===== config.mk =====
export PLATFORM = sky130hd
export DESIGN_NAME = lsu_rmw
export DESIGN_NICKNAME = d
export VERILOG_FILES = /design/src/rtl/lsu_pkg.sv /design/src/rtl/lsu_align.sv /design/src/rtl/lsu_rmw.sv
export SDC_FILE = /design/constraint.sdc
export NUM_CORES = 1
export LEC_CHECK = 0
export CAP_MARGIN = 0
export CORE_ASPECT_RATIO = 1.5
export CORE_MARGIN = 2
export CORE_UTILIZATION = 45
export CTS_BUF_LIST = sky130_fd_sc_hd__clkbuf_8
export DETAILED_ROUTE_END_ITERATION = 12
export GPL_TIMING_DRIVEN = 0
export HOLD_SLACK_MARGIN = 0.05
export PLACE_DENSITY = 0.84
export SLEW_MARGIN = 5
export SYNTH_ARGS = -nofsm -noshare
export SYNTH_HDL_FRONTEND = slang
export SYNTH_SLANG_ARGS = --single-unit

===== constraint.sdc =====
create_clock -name clk -period 2.7 [get_ports clk]
set_input_delay 0.54 -clock clk [delete_from_list [all_inputs] [get_ports clk]]
set_output_delay 0.54 -clock clk [all_outputs]
set_load 0.03 [all_outputs]

===== src/rtl/lsu_pkg.sv =====
// Shared definitions for the load/store unit: funct3 codes, FSM state type
// and the access-legality check used at request acceptance.
package lsu_pkg;

    localparam int XLEN = 32;

    localparam logic [2:0] F3_B  = 3'b000;
    localparam logic [2:0] F3_H  = 3'b001;
    localparam logic [2:0] F3_W  = 3'b010;
    localparam logic [2:0] F3_BU = 3'b100;
    localparam logic [2:0] F3_HU = 3'b101;

    typedef enum logic [1:0] {
        IDLE = 2'd0,
        RD   = 2'd1,
        WR   = 2'd2,
        RESP = 2'd3
    } state_e;

    // Misaligned halfword/word or a funct3 that has no RV32 meaning.
    // Store 011 (RV64 SD) has no word-sized meaning here, so it is rejected too.
    function automatic logic access_err(input logic       we,
                                        input logic [2:0] f3,
                                        input logic [1:0] a);
        logic illegal;
        logic misal;
        if (we)
            illegal = f3[2] || (f3[1:0] == 2'b11);
        else
            illegal = (f3 == 3'b011) || (f3 == 3'b110) || (f3 == 3'b111);
        misal = ((f3[1:0] == 2'b01) && a[0]) ||
                ((f3[1:0] == 2'b10) && (a != 2'b00));
        return illegal || misal;
    endfunction

endpackage


===== src/rtl/lsu_align.sv =====
// Lane steering for sub-word accesses: extracts and extends load data from a
// memory word, and merges store data into a memory word.
module lsu_align
    import lsu_pkg::*;
(
    input  logic [2:0]      funct3,
    input  logic [1:0]      lane,
    input  logic [XLEN-1:0] word,
    input  logic [XLEN-1:0] wdata,
    output logic [XLEN-1:0] load_data,
    output logic [XLEN-1:0] store_word
);

    logic [7:0]  byte_v;
    logic [15:0] half_v;

    // Select the addressed byte/half lane and extend per funct3.
    always_comb begin
        byte_v    = word[{lane, 3'b000} +: 8];
        half_v    = word[{lane[1], 4'b0000} +: 16];
        load_data = '0;
        case (funct3)
            F3_B:    load_data = {{24{byte_v[7]}}, byte_v};
            F3_BU:   load_data = {24'd0, byte_v};
            F3_H:    load_data = {{16{half_v[15]}}, half_v};
            F3_HU:   load_data = {16'd0, half_v};
            F3_W:    load_data = word;
            default: load_data = '0;
        endcase
    end

    // Overlay the right-justified store data onto the addressed lane.
    always_comb begin
        store_word = word;
        case (funct3[1:0])
            2'b00:   store_word[{lane, 3'b000} +: 8]     = wdata[7:0];
            2'b01:   store_word[{lane[1], 4'b0000} +: 16] = wdata[15:0];
            default: store_word = wdata;
        endcase
    end

endmodule


===== src/rtl/lsu_rmw.sv =====
// Load/store unit between the MEM stage and a word-only data memory.
// Sub-word stores are done as read-modify-write; sub-word loads are extended.
//
//   state | meaning
//   ------+-------------------------------------------------------------
//   IDLE  | ready for a request
//   RD    | memory read; capture load result or merged store word
//   WR    | memory write of the full word held in data_q
//   RESP  | one-cycle completion pulse (resp_err set for rejected access)
module lsu_rmw
    import lsu_pkg::*;
#(
    parameter int DATA_WIDTH = 32,
    parameter int ADDR_WIDTH = 32
) (
    input  logic                  clk,
    input  logic                  rst,
    input  logic                  req_valid,
    output logic                  req_ready,
    input  logic                  req_we,
    input  logic [2:0]            req_funct3,
    input  logic [ADDR_WIDTH-1:0] req_addr,
    input  logic [DATA_WIDTH-1:0] req_wdata,
    output logic                  resp_valid,
    output logic                  resp_err,
    output logic [DATA_WIDTH-1:0] resp_rdata,
    output logic                  mem_read,
    output logic                  mem_write,
    output logic [ADDR_WIDTH-1:0] mem_addr,
    output logic [DATA_WIDTH-1:0] mem_wdata,
    input  logic [DATA_WIDTH-1:0] mem_rdata
);

    state_e                state_q, state_d;
    logic                  we_q;
    logic [2:0]            f3_q;
    logic [ADDR_WIDTH-1:0] addr_q;
    logic [DATA_WIDTH-1:0] data_q;   // store data, then load result / merged word
    logic                  err_q;
    logic                  accept;
    logic                  acc_err;
    logic [DATA_WIDTH-1:0] load_data;
    logic [DATA_WIDTH-1:0] store_word;

    assign accept  = req_valid && (state_q == IDLE);
    assign acc_err = access_err(req_we, req_funct3, req_addr[1:0]);

    lsu_align u_align (
        .funct3     (f3_q),
        .lane       (addr_q[1:0]),
        .word       (mem_rdata),
        .wdata      (data_q),
        .load_data  (load_data),
        .store_word (store_word)
    );

    // State register and request/data latches.
    always_ff @(posedge clk or posedge rst) begin
        if (rst) begin
            state_q <= IDLE;
            we_q    <= 1'b0;
            f3_q    <= '0;
            addr_q  <= '0;
            data_q  <= '0;
            err_q   <= 1'b0;
        end else begin
            state_q <= state_d;
            if (accept) begin
                we_q   <= req_we;
                f3_q   <= req_funct3;
                addr_q <= req_addr;
                data_q <= req_wdata;
                err_q  <= acc_err;
            end else if (state_q == RD) begin
                data_q <= we_q ? store_word : load_data;
            end
        end
    end

    // Next-state decode; SW skips the read since it replaces the whole word.
    always_comb begin
        state_d = state_q;
        case (state_q)
            IDLE: begin
                if (accept) begin
                    if (acc_err)
                        state_d = RESP;
                    else if (req_we && (req_funct3 == F3_W))
                        state_d = WR;
                    else
                        state_d = RD;
                end
            end
            RD:      state_d = we_q ? WR : RESP;
            WR:      state_d = RESP;
            RESP:    state_d = IDLE;
            default: state_d = IDLE;
        endcase
    end

    // Outputs decoded from state; data outputs forced to 0 when not meaningful.
    always_comb begin
        req_ready  = (state_q == IDLE);
        resp_valid = (state_q == RESP);
        resp_err   = (state_q == RESP) && err_q;
        resp_rdata = ((state_q == RESP) && !we_q && !err_q) ? data_q : '0;
        mem_read   = (state_q == RD);
        mem_write  = (state_q == WR);
        mem_addr   = {addr_q[ADDR_WIDTH-1:2], 2'b00};
        mem_wdata  = (state_q == WR) ? data_q : '0;
    end

endmodule


==> flow_summary_export.csv <==
group,metric,value,unit
min_path,hold_path_class,"flop to flop",
global_route,gr-usage-met3,0.03539,
detailed_routing,drtIter0Drc,364,
cells_and_area,multi_input_area,2833,µm²
sta,tightest_slew,0.9530,ns
clock_tree,cts_max_level,3,
synthesis,synth_flop_cell,"dfrtp_1",
global_route,grt_max_degree,42,
worst_setup_path,cp_top_family,"buffers and inverters",
pwr,power,9.348,mW
worst_setup_path,end_kind,"output pin",
detailed_routing,routed_wl,18710,µm
synthesis,synth_seq_area_share,0.3486,
pwr,p_leak,3.330,nW
synthesis,synth.top_cell.area_share,0.3486,
detailed_routing,final_antenna_net_count,0,
floorplan,chipWidth,90.90,µm
sta,period_minus_slack,2.621,ns
floorplan,start_util,0.4611,
worst_setup_path,crit_arrival,2.08,ns
worst_setup_path,critPathMaxStageDelay,0.43,ns
floorplan,rows,47,
clock_tree,cts_buffers,9,
clock_tree,cts_root_buf,"clkbuf_8",
sta,hold_violations,0,
cells_and_area,area_growth_syn_to_layout,47.18,%
worst_setup_path,worstPathRequired,2.16,ns
detailed_routing,drc_errors,0,
worst_setup_path,cp_max_fo,10,
global_route,busiest_layer,"met2",
sta,tns,0,ns
floorplan,die_h,134.4,µm
placed_design,io_buffers,201,
clock_tree,cts_tree,"yes",
global_route,use_met2,0.5593,
worst_setup_path,crit_type,"flop to output pin",
sta,relSlewSlack,0.3646,
synthesis,yosysWarnings,0,
placed_design,hpwl,14530,µm
detailed_routing,firstDrtPassIters,6,
cells_and_area,nFillCells,953,
global_route,grt_pass1_wl,29080,µm
sta,fin_crit_sh,0.9708,
cells_and_area,final_util,0.6786,
sta,layout_setup_ws,0.07885,ns
global_route,grt_pass1_vias,5302,
cells_and_area,seq_area,1777,µm²
cells_and_area,nNetsFinal,918,
sta,setup_viol,0,
worst_setup_path,slowest_stage,"dfrtp_1",
cells_and_area,antenna_cells,0,
worst_setup_path,startpoint_type,"flop",
cells_and_area,drive_gt1_frac,0.1580,
detailed_routing,vias_per_cell,5.553,
placed_design,dp_slack,-0.4213,ns
synthesis,netlist_top_cells_count,"nand2_1, dfrtp_1, and2_1",
status,status,"complete, no violations",
synthesis,netlist_instances,591,
synthesis,synth.most_common_cell,"nand2_1",
synthesis,synth_cell_type_count,56,
global_route,antenna_found_initial,0,
floorplan,ioPinCount,204,
worst_setup_path,crit_chain,"inv_1 > ha_2 > clkbuf_2 > and2_1 > dlygate4sd2_1",
clock_tree,clk_latency,0.36,ns
synthesis,synth-edff-count,0,
floorplan,die-area,12210,µm²
sta,fmax,381.5,MHz
sta,slew_violations,0,
clock_tree,clock_path_buffers,2,
synthesis,synth_seq_cells,71,
sta,clock_skew,0.01363,ns
synthesis,synth_area,5097,µm²
floorplan,core_area,11060,µm²
detailed_routing,vias,5314,
job,maxCapViolCount,0,
synthesis,synth.area.top_cells,"dfrtp_1, nand2_1, and2_1",
detailed_routing,routedWlPerCell,19.55,µm
synthesis,syn_avg_cell_area,8.625,µm²
global_route,use_met1,0.3513,
sta,rsz0062_at_grt,"false",
clock_tree,cts_hold_buffers,0,
pwr,ir_drop,0.7231,mV
synthesis,synth-async-reset-ratio,1.000,
pwr,powerDensity,1246,nW/µm²
clock_tree,path_clk_slew,0.09,ns
worst_setup_path,cp_num_buf_inv,3,
placed_design,place_congestion,0.9294,
synthesis,yosys.area.top_type,"dfrtp_1",
clock_tree,clock_sinks,71,
global_route,gr-total-overflow,0,
global_route,grt.total_usage,0.3045,
## routing by layer
| metal | vias up | share of wire |
|---|---|---|
| li1 | 2502 | - |
| met1 | 2509 | 0.38 |
| met5 | - | 0 |
| met4 | 0 | 0.038 |
| met3 | 51 | 0.057 |
| met2 | 252 | 0.52 |
## layout by cell type (no fill, tap or decap), drive strengths merged, types with 8 or more instances in the layout
master	instances
o21ai	25
ha	10
and2	66
clkbuf	41
clkdlybuf4s50	139
o31ai	8
mux2i	24
nor2	19
mux2	9
buf	54
nand2	125
a221o	23
dfrtp	71
inv	11
o22ai	24
dlygate4sd2	22
a22oi	15
clkdlybuf4s15	29
a221oi	17
a21oi	42
## sequential cells by signal (all words and copies together), names as in the netlist
register / count
f3_q: 3
err_q: 1
we_q: 1
addr_q: 32
state_q: 2
data_q: 32
## cells by family (layout without fill, tap and decap cells)
family / count (synthesis) / after routing / share of synthesized area
AND/OR/NAND/NOR: 230 / 230 / 0.2298
AO/OA/AOI/OAI: 165 / 165 / 0.2273
buffers and inverters: 81 / 299 / 0.09916
flip-flops: 71 / 71 / 0.3486
multiplexers: 33 / 33 / 0.06996
adder cells (fa/ha/maj): 10 / 10 / 0.02455
other: 1 / 2 / 0.0007357
## final timing paths
path | startpoint | end | slack, ns | cells after the start
max in group asynchronous | rst | f3_q[2] | 1.60 | 3
min | addr_q[26] | addr_q[26] | 0.48 | 2
max | state_q[0] | mem_wdata[15] | 0.08 | 5
max reg2reg | addr_q[1] | data_q[19] | 0.30 | 9
min reg2reg | addr_q[26] | addr_q[26] | 0.48 | 2
min in group asynchronous | rst | data_q[2] | 0.53 | 2
## power breakdown
| part | switching, mW | total (mW) | internal (mW) |
|---|---|---|---|
| registers | 0.499 | 2.09 | 1.59 |
| clock network | 0.452 | 0.938 | 0.486 |
| logic | 3.68 | 6.32 | 2.64 |
## repair_timing
item	CTS	global route
buffers inserted	0	0
resized for setup	115	31
pin swaps	0	1
endpoints found under the setup margin	62	40
## worst min-delay path: cells and delay by family (launching register included)
| kind | cells | cell delay, ns |
|---|---|---|
| flops | 1 | 0.35 |
| simple gates | 2 | 0.10 |
## final cells by class
cell class	count	share of cell area
Multi-Input combinational cell	440	0.3776
Timing Repair Buffer	202	0.2630
Sequential cell	71	0.2368
Buffer	72	0.06454
Tap cell	147	0.02452
Clock buffer	11	0.02018
Clock inverter	5	0.008506
Inverter	9	0.004837
## metrics by stage
| step | hold WS (ns) | area, µm² | cells |
|---|---|---|---|
| 2_1_floorplan | 0.4469 | 5101 | 592 |
| 3_3_place_gp | 0.4600 | 7297 | 940 |
| 3_5_place_dp | 0.4640 | 7320 | 941 |
| 4_1_cts | 0.4842 | 7535 | 957 |
| 5_1_grt | 0.5097 | 7502 | 957 |
| 6_report | 0.4769 | 7502 | 957 |
Note: power is estimated with default switching activity, not from simulation.
